[config.mk]
export PLATFORM = sky130hd
export DESIGN_NAME = instr_fetch_ctrl
export DESIGN_NICKNAME = d
export VERILOG_FILES = /design/src/rtl/instr_fetch_ctrl.sv
export SDC_FILE = /design/constraint.sdc
export NUM_CORES = 1
export LEC_CHECK = 0
export BUFFER_PORTS_ARGS = -buffer_cell sky130_fd_sc_hd__buf_2
export CAP_MARGIN = 25
export CORE_UTILIZATION = 25
export DETAILED_ROUTE_END_ITERATION = 16
export GPL_ROUTABILITY_DRIVEN = 0
export MAX_ROUTING_LAYER = met4
export PLACE_DENSITY = 0.54
export SYNTH_ARGS = -nofsm -noshare
export SYNTH_HDL_FRONTEND = slang
export SYNTH_SLANG_ARGS = --single-unit
[constraint.sdc]
create_clock -name clk -period 12.95 [get_ports clk]
set_input_delay 0.6475 -clock clk [delete_from_list [all_inputs] [get_ports clk]]
set_output_delay 0.6475 -clock clk [all_outputs]
set_load 0.02 [all_outputs]
[src/rtl/instr_fetch_ctrl.sv]
// instr_fetch_ctrl: byte-serial instruction fetch sequencer.
// Assembles a big-endian 32-bit word from four single-byte reads, offers it to the
// core with a valid/ready handshake, handles redirects and flags misaligned or
// out-of-range fetches with a sticky fault.
// Optional build macro IFETCH_PREFETCH_EN adds a one-word prefetch buffer so the
// next word is fetched while the current one waits on out_ready.
module instr_fetch_ctrl #(
  parameter logic [31:0] RESET_PC  = 32'h0000_0000,
  parameter int unsigned MEM_BYTES = 100
) (
  input  logic        clk,
  input  logic        reset,
  output logic [31:0] mem_addr,
  output logic        mem_en,
  input  logic [7:0]  mem_rdata,
  output logic        out_valid,
  input  logic        out_ready,
  output logic [31:0] out_instr,
  output logic [31:0] out_pc,
  input  logic        redirect_valid,
  input  logic [31:0] redirect_pc,
  output logic        fault,
  output logic [31:0] fault_pc
);

`ifdef IFETCH_PREFETCH_EN
  localparam bit PREFETCH = 1'b1;
`else
  localparam bit PREFETCH = 1'b0;
`endif

  // Highest word address whose last byte still lies inside memory. Comparing the
  // word address itself (not pc+3) also rejects PCs that would wrap past 2^32.
  localparam logic [31:0] LAST_OK = 32'(MEM_BYTES - 4);

  typedef enum logic [1:0] {S_FETCH, S_HOLD, S_FAULT} state_t;

  state_t      state_q, state_d;
  logic [31:0] pc_q, pc_d;
  logic [1:0]  cnt_q, cnt_d;
  logic [31:0] asm_q, asm_d;
  logic        out_valid_q, out_valid_d;
  logic [31:0] out_instr_q, out_instr_d;
  logic [31:0] out_pc_q, out_pc_d;
  logic        fault_q, fault_d;
  logic [31:0] fault_pc_q, fault_pc_d;
  logic        pf_full_q, pf_full_d;
  logic [31:0] pf_instr_q, pf_instr_d;

  logic [31:0] asm_ins;
  logic [31:0] pc_next;

  function automatic logic in_range(input logic [31:0] a);
    return a <= LAST_OK;
  endfunction

  assign pc_next = pc_q + 32'd4;

  // Assembly register with the current byte dropped into lane 3-cnt (big-endian).
  always_comb begin
    asm_ins = asm_q;
    case (cnt_q)
      2'd0:    asm_ins[31:24] = mem_rdata;
      2'd1:    asm_ins[23:16] = mem_rdata;
      2'd2:    asm_ins[15:8]  = mem_rdata;
      default: asm_ins[7:0]   = mem_rdata;
    endcase
  end

  // Next-state, memory strobe and output update; redirect overrides everything last.
  always_comb begin
    state_d     = state_q;
    pc_d        = pc_q;
    cnt_d       = cnt_q;
    asm_d       = asm_q;
    out_valid_d = out_valid_q;
    out_instr_d = out_instr_q;
    out_pc_d    = out_pc_q;
    fault_d     = fault_q;
    fault_pc_d  = fault_pc_q;
    pf_full_d   = pf_full_q;
    pf_instr_d  = pf_instr_q;
    mem_en      = 1'b0;
    mem_addr    = pc_q + {30'd0, cnt_q};

    case (state_q)
      S_FETCH: begin
        if (cnt_q == 2'd0 && !in_range(pc_q)) begin
          state_d    = S_FAULT;
          fault_d    = 1'b1;
          fault_pc_d = pc_q;
        end else begin
          mem_en = 1'b1;
          asm_d  = asm_ins;
          cnt_d  = cnt_q + 2'd1;
          if (cnt_q == 2'd3) begin
            out_instr_d = asm_ins;
            out_pc_d    = pc_q;
            out_valid_d = 1'b1;
            state_d     = S_HOLD;
          end
        end
      end

      S_HOLD: begin
        // Here the fetch pointer runs ahead of pc by one word.
        mem_addr = pc_next + {30'd0, cnt_q};
        if (pf_full_q) begin
          // Buffered word replaces the output on transfer; no read this cycle.
          if (out_ready) begin
            out_instr_d = pf_instr_q;
            out_pc_d    = pc_next;
            pc_d        = pc_next;
            pf_full_d   = 1'b0;
          end
        end else if (!in_range(pc_next)) begin
          // Fault for the next word only surfaces once the current one drains.
          if (out_ready) begin
            pc_d        = pc_next;
            out_valid_d = 1'b0;
            state_d     = S_FAULT;
            fault_d     = 1'b1;
            fault_pc_d  = pc_next;
          end
        end else if (out_ready || PREFETCH) begin
          mem_en = 1'b1;
          asm_d  = asm_ins;
          cnt_d  = cnt_q + 2'd1;
          if (cnt_q == 2'd3) begin
            if (out_ready) begin
              out_instr_d = asm_ins;
              out_pc_d    = pc_next;
              pc_d        = pc_next;
            end else begin
              pf_full_d  = 1'b1;
              pf_instr_d = asm_ins;
            end
          end else if (out_ready) begin
            pc_d        = pc_next;
            out_valid_d = 1'b0;
            state_d     = S_FETCH;
          end
        end
      end

      default: begin
        out_valid_d = 1'b0;
      end
    endcase

    if (redirect_valid) begin
      pc_d        = redirect_pc;
      cnt_d       = 2'd0;
      asm_d       = 32'd0;
      out_valid_d = 1'b0;
      pf_full_d   = 1'b0;
      fault_d     = 1'b0;
      if (redirect_pc[1:0] != 2'b00 || !in_range(redirect_pc)) begin
        state_d    = S_FAULT;
        fault_d    = 1'b1;
        fault_pc_d = redirect_pc;
      end else begin
        state_d = S_FETCH;
      end
    end
  end

  // State and datapath registers.
  always_ff @(posedge clk or posedge reset) begin
    if (reset) begin
      state_q     <= S_FETCH;
      pc_q        <= RESET_PC;
      cnt_q       <= 2'd0;
      asm_q       <= 32'd0;
      out_valid_q <= 1'b0;
      out_instr_q <= 32'd0;
      out_pc_q    <= 32'd0;
      fault_q     <= 1'b0;
      fault_pc_q  <= 32'd0;
      pf_full_q   <= 1'b0;
      pf_instr_q  <= 32'd0;
    end else begin
      state_q     <= state_d;
      pc_q        <= pc_d;
      cnt_q       <= cnt_d;
      asm_q       <= asm_d;
      out_valid_q <= out_valid_d;
      out_instr_q <= out_instr_d;
      out_pc_q    <= out_pc_d;
      fault_q     <= fault_d;
      fault_pc_q  <= fault_pc_d;
      pf_full_q   <= pf_full_d;
      pf_instr_q  <= pf_instr_d;
    end
  end

  assign out_valid = out_valid_q;
  assign out_instr = out_instr_q;
  assign out_pc    = out_pc_q;
  assign fault     = fault_q;
  assign fault_pc  = fault_pc_q;

endmodule

Word level (Yosys, flattened, before mapping). Cells that the tools add are included.

Output and inout port bits: 131. Logic and storage cells: 131. Flip-flop bits (word level): 167.

Multiplexer cells: 76. Equal/unequal tests: 19. Order comparisons: 3. Reductions and logical operators: 19. Add/sub/neg operators: 4.

Operator list (count): $mux 32 (27); $pmux 32 s2 (4); $le 32x7->1 const B (3); $add 32x2->32 (2); $ne 3x3->1 const B (11); $add 32x3->32 const B (1); $mux 8 (4); $mux 2 (14); $reduce_and 5->1 (5); $mux 1 (22); $ne 4x4->1 const B (2); $pmux 2 s2 (2); $reduce_bool 2->1 (4); $reduce_and 7->1 (1); $pmux 1 s2 (3); $eq 2x1->1 const B (2); $eq 2x2->1 const B (2); $logic_not 2->1 (2); $ne 2x2->1 const B (2); $reduce_bool 3->1 (1); $reduce_or 3->1 (1); $add 2x1->2 const B (1); $logic_not 1->1 (2); $reduce_and 2->1 (1); other kinds (2) (2).

Longest topological paths before layout.
Depth after elaboration: 8. Gate-level depth with buffers: 14. Depth with buffers taken out: 10.

Worst setup path before layout. OpenSTA, ideal clock, no wires.

Path type: register to output. From: register pc_q[2]. To: output port mem_addr[30]. Arrival: 3.164 ns. Cell stages (with the launch flop): 13. Path slack: 9.138 ns. Path buffers: 3. Required time: 12.302 ns. Cells stage by stage: dfrtp_1 -> ha_1 -> buf_2 -> nand3_1 -> buf_2 -> or4_1 -> buf_2 -> nor2_1 -> xnor2_1 -> or4b_4 -> and4bb_1 -> nand4b_1 -> xor2_1.

Cells in the longest elaborated chain, start to end: 3. Elaborated cells on any way between the ends: 4.

Ends and longest elaborated chain: from (decl) (line 39) `logic [31:0] pc_q, pc_d;`; from (signal assigned) (line 184) `pc_q <= pc_d;`; $add 32x3->32 (line 57) `assign pc_next = pc_q + 32'd4;`; $add 32x2->32 (line 107) `mem_addr = pc_next + {30'd0, cnt_q};`; $mux 32 * (line 86) `case (state_q)`; to (decl) (line 13) `output logic [31:0] mem_addr,`.

Mark *: on every way between the ends. The rest lies on a longest branch, timed or not.

Worst setup path after layout.
From: register pc_q[2]. To: output port mem_en.

Cells in the longest elaborated chain, start to end: 5. Elaborated cells on any way between the ends: 9.

Ends and longest elaborated chain: $add 32x3->32 / $le 32x7->1 (equally long branches) (line 57, 54); $le 32x7->1 / $logic_not 1->1 (equally long branches) (line 54, 88); $mux 1 / $logic_and 1x1->1 (equally long branches) (line 116, 88); $mux 1 (on tied branches) (line 108, 88); $pmux 1 s2 * (line 86); to (decl) (line 14) `output logic mem_en,`.

Marked as above.

==> impl_metrics.ini <==
[timing]
fmax_ghz = 0.180
min_period_ns = 5.55
fin_crit_sh_pct = 42.9
finalSetupViolCount = 0
hold-worst-slack_ns = 0.220
drv_slew = 0
setup_tns_ns = 0
fin_skew_ns = 0.0104
slew_headroom_pct = 26.9
hold_viol_final = 0
rsz0062_at_grt = false
tightestPinTransition_ns = 1.09

[setup_path]
crit_fanout = 27
reg2reg_slack_ns = 7.73
crit_path_cell_trace = ha_1, nand3_1, or3_1, or3_4, nor2_2, xnor2_1, a41oi_4, nor2_1, buf_2
slowest_stage = or3_1
cp-end-kind = primary output
startpoint_type = register
rr_worst_depth = 12
cpPeakStageDelay_ns = 0.67
path_class = reg -> out
critPathArrivalTime_ns = 4.90
cp.required_ns = 12.30

[pwr]
seqPwrFrac_pct = 43.4
p_clk_share_pct = 43.1
switching_share_pct = 30.9
ir_worst_vdd_v = 0.0000572
power.internal_mw = 0.885
switching_power_mw = 0.396
power.total_mw = 1.28
p_comb_share_pct = 13.5
power_density_nw_per_um2 = 106
p_leak_nw = 4.93

[floorplan]
ioPinCount = 175
die_x_um = 204
core-area_um2 = 39900
placementRows = 73
initial_utilization_pct = 25.5
chipHeight_um = 204
dieArea_um2 = 41500

[logic_synthesis]
synthesis.nets = 1223
ys_top_cells_by_count = 159 x dfrtp_1, 109 x nor2_1, 95 x nand2_1
synth.most_common_cell = dfrtp_1
ys_warn_count = 0
synth_cell_types = 82
ys_seq_area_share_pct = 39.1
syn_area_per_cell_um2 = 8.70
postSynthCellCount = 1170
synth_area_leader_cell = dfrtp_1
synth_area_um2 = 10200
synth_seq_cells = 159
synth_top_area_share_pct = 39.1
synth_top_flop_cell = dfrtp_1
synth_edf_count = 0
synth_area_leaders = dfrtp_1 39%, xnor2_1 5.7%, a21oi_1 4.2%, nor2_1 4.0%, nand2_1 3.5%
ys_async_sr_fraction_pct = 100

[clock_tree]
cts_tree = done
clockBufferDepth = 2
cts_resized = 0
clock-sinks = 159
clkSlewWorstSetupHoldPaths_ns = 0.07
cts-root-buf = clkbuf_16
insertion_delay_ns = 0.45
cts_made_buffers = 17
post-cts-setup-buffers = 0
hold_buffers = 0
cts_max_level = 4

[grt]
antenna_found_initial = 6
grt_pass1_wl_mm = 56.9
gr-total-overflow = 0
first_global_vias = 9185
grt_max_degree = 105
grtUsageTotal_pct = 18.4

[routing]
routedWlPerCell_um = 20.5
drcViolationCount = 0
drt_first_pass_iters = 5
drtIter0Drc = 923
num_vias = 9594
drtAntennaViolNets = 0
drt-total-wl_mm = 37.1
viasPerCell = 5.30

[worst_hold_path]
hp-class = in -> async

[placed_design]
portBuffers = 174
dpl.cell_count = 1772
dp_hpwl_mm = 26.7

[finish]
syn_to_final_growth_pct = 18.4
nets = 1320
final_cell_count_no_fill = 1811
n_fill_cell = 4243
drive_gt1_share_pct = 19.9

[job]
drv_cap = 0

[status]
outcome = finished clean
==> critical path, delay by kind of cell (launching register included) <==
| family | cells | cell delay (ns) |
|---|---|---|
| AO/OA/AOI/OAI | 1 | 0.66 |
| XOR/XNOR | 1 | 0.51 |
| adder cells (fa/ha/maj) | 1 | 0.40 |
| buffers and inverters | 1 | 0.21 |
| flip-flops | 1 | 0.57 |
| AND/OR/NAND/NOR | 5 | 2.09 |
==> layout make-up <==
| cell class | instances | area [µm²] | area share [%] |
|---|---|---|---|
| clock buffer | 17 | 425 | 3.53 |
| antenna | 6 | 15.0 | 0.125 |
| timing repair buffer | 191 | 1060 | 8.78 |
| sequential | 159 | 3980 | 33.0 |
| multi-input combinational | 869 | 5600 | 46.5 |
| inverter | 29 | 114 | 0.945 |
| clock inverter | 15 | 198 | 1.64 |
| tap | 525 | 657 | 5.45 |
==> through the flow <==
step           util [%]  worst slack [ns]  cell area (µm²)
2_1_floorplan         -              8.01            10200
3_3_place_gp       28.3              7.44            11300
3_5_place_dp       28.5              7.85            11400
4_1_cts            30.1              7.42            12000
5_1_grt            30.2              7.01            12100
6_report           30.2              7.40            12100
==> power groups by stage <==
stage | Sequential, mW | Combinational (mW) | Clock [mW]
finish | 0.556 | 0.173 | 0.551
global route | 0.558 | 0.190 | 0.583
CTS | 0.554 | 0.173 | 0.560
detailed placement | 0.564 | 0.172 | 0
global placement | 0.563 | 0.172 | 0
floorplan | 0.545 | 0.121 | 0
==> logic make-up after synthesis <==
logic type	Yosys count	synth area share (%)
XOR/XNOR	101	8.69
multiplexers	42	4.27
flip-flops	159	39.1
adder cells (fa/ha/maj)	9	1.18
buffers and inverters	142	5.94
AND/OR/NAND/NOR	402	20.5
AO/OA/AOI/OAI	315	20.3
==> path summary, 6_finish.rpt <==
check | startpoint | end
max | pc_q[2]$_DFFE_PP0P_ | mem_en
min | reset | out_pc[12]$_DFFE_PP0P_
max reg2reg | pc_q[2]$_DFFE_PP0P_ | out_pc[15]$_DFFE_PP0P_
min reg2reg | out_instr[17]$_DFFE_PP0P_ | out_instr[17]$_DFFE_PP0P_
max in group asynchronous | reset | out_instr[20]$_DFFE_PP0P_
min in group clk | redirect_pc[0] | pc_q[0]$_DFFE_PP0P_
==> layout by cell type, fill, tap and decap left out, types with 8 or more instances in the layout <==
cell | netlist | layout
o2bb2ai_1 | 16 | 16
a22oi_1 | 29 | 29
a31oi_1 | 16 | 16
o31ai_1 | 29 | 29
xnor2_1 | 66 | 66
a221oi_1 | 11 | 11
or3_1 | 8 | 8
ha_1 | 8 | 8
a211oi_1 | 10 | 10
dfrtp_1 | 159 | 159
and2_1 | 10 | 10
clkbuf_16 | 0 | 17
and4_1 | 9 | 9
nor2_1 | 109 | 109
buf_4 | 8 | 14
o21ai_0 | 68 | 68
mux2i_1 | 31 | 31
nor3_1 | 26 | 26
nand4_1 | 48 | 48
inv_1 | 27 | 26
nor4_1 | 27 | 26
buf_2 | 27 | 174
a21oi_1 | 85 | 85
nand2_1 | 95 | 95
nand3_1 | 16 | 16
xor2_1 | 35 | 35
==> sequential cells by signal (all words and copies together) (netlist names) <==
name,cells
out_instr,32
asm_q,24
fault_pc,32
out_valid,1
out_pc,32
pc_q,32
state_q,2
cnt_q,2
fault,1
pf_full_q,1
==> per-layer routing <==
metal / vias to the layer above / wire, µm / GRT usage, %
li1: 4458 / - / -
met1: 4685 / 16800 / 24.9
met2: 407 / 16600 / 27.0
met3: 44 / 2860 / 4.20
met4: 0 / 835 / 5.75
met5: - / 0 / -
Power figures use the tool's default switching activity.
